==> config.mk <==
export PLATFORM = sky130hd
export DESIGN_NAME = rmii_rx_framer
export DESIGN_NICKNAME = d
export VERILOG_FILES = /design/src/rtl/rmii_rx_framer.sv
export SDC_FILE = /design/constraint.sdc
export NUM_CORES = 1
export LEC_CHECK = 0
export CAP_MARGIN = 20
export CORE_MARGIN = 2
export CORE_UTILIZATION = 60
export CTS_BUF_LIST = sky130_fd_sc_hd__clkbuf_2 sky130_fd_sc_hd__clkbuf_4 sky130_fd_sc_hd__clkbuf_8
export DETAILED_ROUTE_END_ITERATION = 6
export GPL_ROUTABILITY_DRIVEN = 1
export PLACE_DENSITY_LB_ADDON = 0.15
export RECOVER_POWER = 25
export SLEW_MARGIN = 0
export SYNTH_ARGS = -nofsm -noshare
export SYNTH_HDL_FRONTEND = slang
export SYNTH_SLANG_ARGS = --single-unit
==> constraint.sdc <==
create_clock -name clk -period 5.05 [get_ports clk]
set_clock_uncertainty 0.2 [all_clocks]
set_input_delay 0.7575 -clock clk [delete_from_list [all_inputs] [get_ports clk]]
set_output_delay 0.7575 -clock clk [all_outputs]
set_load 0.01 [all_outputs]
==> src/rtl/rmii_rx_framer.sv <==
// rmii_rx_framer: RMII receive framer. Samples CRS_DV/RXD, strips preamble and
// SFD, resolves CRS_DV toggling at carrier loss and emits the frame as an
// LSB-dibit-first stream with a done/err pulse at end of frame.
// Optional FCS check: define RMII_RX_FCS_CHECK_EN.
module rmii_rx_framer #(
  parameter int unsigned MIN_PREAMBLE_DIBITS = 16,
  parameter int unsigned MAX_FRAME_BYTES     = 1522
) (
  input  logic       clk,
  input  logic       rst,
  input  logic       crsdv,
  input  logic [1:0] rxd,
  output logic       outclk,
  output logic [1:0] out,
  output logic       done,
  output logic       err,
  output logic       fcs_ok
);

  localparam int unsigned PCNT_W = $clog2(MIN_PREAMBLE_DIBITS + 1);
  localparam int unsigned DCNT_W = $clog2(4 * MAX_FRAME_BYTES + 1);
  localparam logic [PCNT_W-1:0] PCNT_MIN = PCNT_W'(MIN_PREAMBLE_DIBITS);
  localparam logic [DCNT_W-1:0] DCNT_MAX = DCNT_W'(4 * MAX_FRAME_BYTES);

  typedef enum logic [1:0] {
    DROP,
    IDLE,
    PREAMBLE,
    DATA
  } state_t;

  state_t            state_q;
  logic              c1_q, c2_q;
  logic [1:0]        d1_q, d2_q;
  logic [PCNT_W-1:0] pcnt_q;
  logic [DCNT_W-1:0] dcnt_q;
  logic              outclk_q, done_q, err_q;
  logic [1:0]        out_q;
  logic              dib_valid;
  logic              line_quiet;
  logic              dribble;

  // Two-deep input pipeline: stage 2 holds sample t, stage 1 holds sample t+1.
  // CRS_DV stages reset to 1 so that a reset mid-frame still waits for two real
  // quiet samples before re-arming.
  always_ff @(posedge clk) begin
    if (rst) begin
      c1_q <= 1'b1;
      c2_q <= 1'b1;
      d1_q <= '0;
      d2_q <= '0;
    end else begin
      c1_q <= crsdv;
      d1_q <= rxd;
      c2_q <= c1_q;
      d2_q <= d1_q;
    end
  end

  // Dibit validity and end-of-frame detection from the two-sample window.
  always_comb begin
    dib_valid  = c2_q | c1_q;
    line_quiet = ~c2_q & ~c1_q;
    dribble    = |dcnt_q[1:0];
  end

`ifdef RMII_RX_FCS_CHECK_EN
  localparam logic [31:0] CRC_RESIDUE = 32'hDEBB20E3;

  logic [31:0] crc_q;
  logic [31:0] crc_d;
  logic        fcs_ok_q;
  logic        crc_good;

  function automatic logic [31:0] crc_dibit(input logic [31:0] crc_in,
                                            input logic [1:0]  dib);
    logic [31:0] c;
    logic        fb;
    c = crc_in;
    for (int unsigned i = 0; i < 2; i++) begin
      fb = c[0] ^ dib[i];
      c  = c >> 1;
      if (fb) c = c ^ 32'hEDB88320;
    end
    return c;
  endfunction

  // Next CRC value for the dibit currently at the head of the pipeline.
  always_comb begin
    crc_d    = crc_dibit(crc_q, d2_q);
    crc_good = (crc_q == CRC_RESIDUE);
  end
`endif

  // Framing state machine with registered outputs.
  always_ff @(posedge clk) begin
    if (rst) begin
      state_q  <= DROP;
      pcnt_q   <= '0;
      dcnt_q   <= '0;
      outclk_q <= 1'b0;
      out_q    <= '0;
      done_q   <= 1'b0;
      err_q    <= 1'b0;
`ifdef RMII_RX_FCS_CHECK_EN
      crc_q    <= '1;
      fcs_ok_q <= 1'b0;
`endif
    end else begin
      outclk_q <= 1'b0;
      done_q   <= 1'b0;
      err_q    <= 1'b0;
`ifdef RMII_RX_FCS_CHECK_EN
      fcs_ok_q <= 1'b0;
`endif
      case (state_q)
        DROP: begin
          if (line_quiet) state_q <= IDLE;
        end
        IDLE: begin
          if (c2_q) begin
            if (d2_q == 2'b01) begin
              state_q <= PREAMBLE;
              pcnt_q  <= PCNT_W'(1);
            end else if (d2_q == 2'b10) begin
              state_q <= DROP;
            end
          end
        end
        PREAMBLE: begin
          if (!c2_q) begin
            state_q <= DROP;
          end else if (d2_q == 2'b01) begin
            // Saturating at the minimum is enough; only the threshold matters.
            if (pcnt_q < PCNT_MIN) pcnt_q <= pcnt_q + PCNT_W'(1);
          end else if (d2_q == 2'b11 && pcnt_q >= PCNT_MIN) begin
            state_q <= DATA;
            dcnt_q  <= '0;
`ifdef RMII_RX_FCS_CHECK_EN
            crc_q   <= '1;
`endif
          end else begin
            state_q <= DROP;
          end
        end
        DATA: begin
          if (dib_valid) begin
            if (dcnt_q == DCNT_MAX) begin
              done_q  <= 1'b1;
              err_q   <= 1'b1;
              state_q <= DROP;
            end else begin
              outclk_q <= 1'b1;
              out_q    <= d2_q;
              dcnt_q   <= dcnt_q + DCNT_W'(1);
`ifdef RMII_RX_FCS_CHECK_EN
              crc_q    <= crc_d;
`endif
            end
          end else begin
            done_q  <= 1'b1;
            state_q <= IDLE;
`ifdef RMII_RX_FCS_CHECK_EN
            err_q    <= dribble | ~crc_good;
            fcs_ok_q <= crc_good;
`else
            err_q    <= dribble;
`endif
          end
        end
        default: state_q <= DROP;
      endcase
    end
  end

  assign outclk = outclk_q;
  assign out    = out_q;
  assign done   = done_q;
  assign err    = err_q;
`ifdef RMII_RX_FCS_CHECK_EN
  assign fcs_ok = fcs_ok_q;
`else
  assign fcs_ok = 1'b0;
`endif

endmodule

# --- Yosys cells after proc, flatten, opt, wreduce, memory -nomap -nowiden ---
# Cells that the tools add are included.
word_totals:
  output_inout_bits: 6
  inputBits: 5
  wordCells: 79
  register_bits: 31
classes:
  addsub: 2
  order_cmp: 2
  n_bitwise: 7
  n_eq_ne: 20
  n_mux: 26
  n_reduce_logical: 11
op_table:
  columns: ["op", "n"]
  rows:
  - ["13-bit 2-to-1 mux", 5]
  - ["13-bit case mux with 2 select lines", 1]
  - ["5-bit 2-to-1 mux", 5]
  - ["2-bit inequality test (second input constant)", 10]
  - ["2-bit 2-to-1 mux", 9]
  - ["13-bit by 1-bit adder with 13-bit output (second input constant)", 1]
  - ["13-bit equality test (second input constant)", 1]
  - ["6-bit AND reduction", 2]
  - ["5-bit case mux with 2 select lines", 1]
  - ["3-bit inequality test (second input constant)", 3]
  - ["2-bit equality test (second input constant)", 4]
  - ["2-bit case mux with 4 select lines", 1]
  - ["5-bit by 1-bit adder with 5-bit output (second input constant)", 1]
  - ["5-bit greater-or-equal comparator (second input constant)", 1]
  - ["5-bit less-than comparator (second input constant)", 1]
  - ["1-bit inverter", 5]
  - ["5-bit AND reduction", 1]
  - ["2-bit by 1-bit equality test with 1-bit output (second input constant)", 2]
  - ["1-bit 2-to-1 mux", 4]
  - ["2-bit nonzero test", 2]
  - ["2-bit OR reduction", 2]
  - ["3-bit AND reduction", 1]
  - ["3-bit OR reduction", 1]
  - ["2-bit zero test", 1]
  - ["3 further kinds", 3]

# --- Depth between registers and ports, before layout ---
logic_depth:
  word_depth: 6
  mapped_depth: 7

# --- Worst setup path after synthesis ---
# Ideal clock, no wire load.
synth_timing:
  path_type: "register to register"
  start: "register dcnt_q[0]"
  end: "register dcnt_q[2]"
  arrival_ps: 1521
  synth_period_minus_slack_ps: 1853
  setup_slack_ps: 3197
  n_path_buf: 1
  stages_incl_launch_ff: 8
  path_cell_list: "dfxtp_1 inv_1 ha_1 nand4bb_2 or4_4 buf_6 a31oi_1 nor3_1"
synth_between:
  elab_chain_cells: 4
  word_cells_on_any_way: 7
synth_lines:
  columns: ["element", "line_no", "rtl"]
  rows:
  - ["start, declared", "36", "logic [DCNT_W-1:0] dcnt_q;"]
  - ["start signal, assigned", "155", "dcnt_q <= dcnt_q + DCNT_W'(1);"]
  - ["13-bit by 1-bit adder with 13-bit output", "155", null]
  - ["13-bit 2-to-1 mux", "148", "if (dcnt_q == DCNT_MAX) begin"]
  - ["13-bit 2-to-1 mux", "147", "if (dib_valid) begin"]
  - ["13-bit case mux with 2 select lines", "116", "case (state_q)"]
# Parallel ways exist; a longest one is shown, timed or not. The select of a mux whose other input is x is not followed.
# A chain may end at the register's enable or synchronous reset.

==> run summary <==
first-pass GRT wire length: 5.91 mm
synthesized cell area: 0.00162 mm2
Sw Ratio: 21.7%
drt pass-1 iters: 4
HPWL after detailed placement: 2.50 mm
Layout fillers: 205
Setup Crit Path Kind: input port to flip-flop
CTS tree: yes
Post-synth top cells: 31 x dfxtp_1, 16 x a21oi_1, 12 x nand2_1, 12 x nand3_1, 11 x nor2_1
max layer used: met4
Sequential Power Share: 57.5%
largest net degree at the start of global routing: 30
top-area cell type share of the netlist area: 38.3%
CP Depth: 5
initial antenna violation count: 0
CP max stage delay: 1.22 ns
net count after synthesis: 198
yosys warns: 0
Die ar.: 0.00313 mm2
vias in the first global route: 1244
synth unique cells: 51
Non-Filler Instances: 225
Placed Cells: 217
CP startpoint kind: input port
Syn Area/Cell: 8.63 um2
P_sw: 94.6 uW
die height: 56.0 um
min Tclk post-route: 2.59 ns
I/O pin cnt: 11
status: finished clean
clk slew on worst S/H paths: 0.09 ns
Post CTS Setup Buffer Count: 0
Buffers on Ports: 9
hold buffer count at CTS: 0
Met3 Wirelength: 247 um
# setup viols final: 0
post-synthesis instance total: 188
Max Freq: 387 MHz
metal1 wirelength: 1.56 mm
row count: 18
Worst path slowest cell: dlygate4sd3_1
commonest register cell after synthesis: dfxtp_1
Placeable Area: 0.00252 mm2
total power: 435 uW
grt ovf: 0
EDFF count, synth: 0
Syn-to-layout area delta: 9.11%
period utilization: 51.2%
r2r worst-path depth: 4
sequential area share after synthesis: 38.3%
leak pwr: 0.000602 uW
NumNets Final: 204
CTS H-tree depth: 2
critical path arrival: 2.60 ns
RSZ-0062 raised after global routing: no
internal power: 340 uW
Setup TNS: 0 ns
CP endpoint kind: flip-flop
initial DRC count: 53
peak supply drop: 0.182 mV
fraction of layout cells with a size suffix above 1: 10.3%
GR Util All Layers: 23.9%
Num CTS Buffers: 5
critical path, cell by cell: dlygate4sd3_1 -> inv_1 -> nand2_1 -> or2_2 -> o221ai_1
Worst Tran Pin Value: 1.03 ns
Worst Path Buf+Inv: 2
fin. max-slew vios: 0
MaxCap Viol Count: 0
Area contributors post-synth: dfxtp_1 38%, a21oi_1 4.9%, ha_1 3.9%, nand3_1 3.7%, nor2b_1 3.1%
met2 WL: 1.66 mm
Post-CTS Resized: 0
Die W: 56.0 um
initial core utilization: 64.3%
asr flop ratio synth: 0%
antenna viol nets, final: 0
top-count cell post-synth: dfxtp_1
Gate power share: 3.4%
later-pin clock latency in the skew report: 0.33 ns
via count: 1518
CTS sink count: 31
Routed WL per cell: 15.8 um
Crit Path Max Fanout: 29
pwr dens: 246 mW/mm2
Routed WL: 3.56 mm
flops & latches, synth: 31
post-detailed-route DRC marker count: 0
worst hold path type: flip-flop to flip-flop
Final GP Congestion: 0.949
Relative slew margins: 30.8%
Fin. Hold Viols: 0
Clk pwr share: 39.1%
Data required, critical path: 5.06 ns
antenna cells: 0
vias per cell: 6.75
WHS Path Cells: 1
clk buf depth: 2
Top delay family on crit path: buffers and inverters
clk root buf: clkbuf_4
cell taking the most area after synthesis: dfxtp_1
[stage by stage]
step	hold slack [ns]	area, um2	utilization, %	setup WS, ns
after floorplan	0.214	1620	-	3.20
final	0.252	1770	70.1	2.46
after detailed placement	0.238	1700	67.3	2.15
after CTS	0.256	1770	70.1	2.49
after global routing	0.270	1770	70.1	2.31
after global placement	0.217	1700	67.3	2.20
[sequential cells by signal, indices dropped and copies added (netlist names), 2 cells and up]
| register | cells |
|---|---|
| d1_q | 2 |
| d2_q | 2 |
| dcnt_q | 13 |
| out | 2 |
| pcnt_q | 5 |
| state_q | 2 |
[per-layer routing]
layer / GRT usage (%) / up-vias
met5: 0 / -
met4: 11.6 / 0
met3: 4.88 / 9
met2: 36.1 / 68
met1: 32.6 / 724
li1: - / 717
[power by group through the flow]
stage | clock, uW | sequential [uW] | combinational [uW]
floorplan | 0 | 254 | 12.2
global placement | 0 | 256 | 14.6
detailed placement | 0 | 256 | 15.0
CTS | 173 | 250 | 15.1
global route | 179 | 250 | 16.8
finish | 170 | 250 | 15.0
[cell families (layout without fill, tap and decap cells)]
kind of cell,count (synthesis),after routing,synth area share (%)
AND/OR/NAND/NOR,81,81,29.8
flip-flops,31,31,38.3
other,1,1,0.231
XOR/XNOR,1,1,0.540
adder cells (fa/ha/maj),5,5,3.86
multiplexers,2,2,1.23
buffers and inverters,17,24,4.86
AO/OA/AOI/OAI,50,50,21.2
[path summary, 6_finish.rpt]
check / startpoint / endpoint / slack [ns]
max: rst / dcnt_q[11]$_SDFFE_PP0P_ / 2.46
min: d1_q[0]$_SDFF_PP0_ / d2_q[0]$_SDFF_PP0_ / 0.25
max reg2reg: c2_q$_SDFF_PP1_ / dcnt_q[3]$_SDFFE_PP0P_ / 2.82
min reg2reg: d1_q[0]$_SDFF_PP0_ / d2_q[0]$_SDFF_PP0_ / 0.25
[worst reg2reg max path: stages (launching register included)]
cell and delay, ns:
dfxtp_1 0.45, o211a_1 0.47, a22oi_1 0.50, nand2_1 0.22, a311oi_1 0.30
[cell type report]
cell class | instances | area [um2] | share of cell area [%]
flip-flops and latches | 31 | 621 | 35.1
clock buffers | 8 | 72.6 | 4.10
repair buffers | 9 | 90.1 | 5.09
well taps | 30 | 37.5 | 2.12
multi-input cells | 140 | 922 | 52.1
inverters | 7 | 26.3 | 1.49
[placed cells by master, fill, tap and decap left out, types with 3 or more instances in the layout]
cell | netlist | final
a31oi_1 | 3 | 3
nor2b_1 | 8 | 8
ha_1 | 5 | 5
or3_1 | 4 | 4
nor2_1 | 11 | 11
or2_2 | 4 | 4
nand3_1 | 12 | 12
o211ai_1 | 5 | 5
nand2_1 | 12 | 12
inv_1 | 7 | 7
nor3_1 | 3 | 3
o21ai_0 | 7 | 7
a21oi_1 | 16 | 16
clkdlybuf4s50_1 | 0 | 8
and3_1 | 5 | 5
nand4_1 | 7 | 7
clkbuf_4 | 0 | 6
dfxtp_1 | 31 | 31
Power figures use the tool's default switching activity.
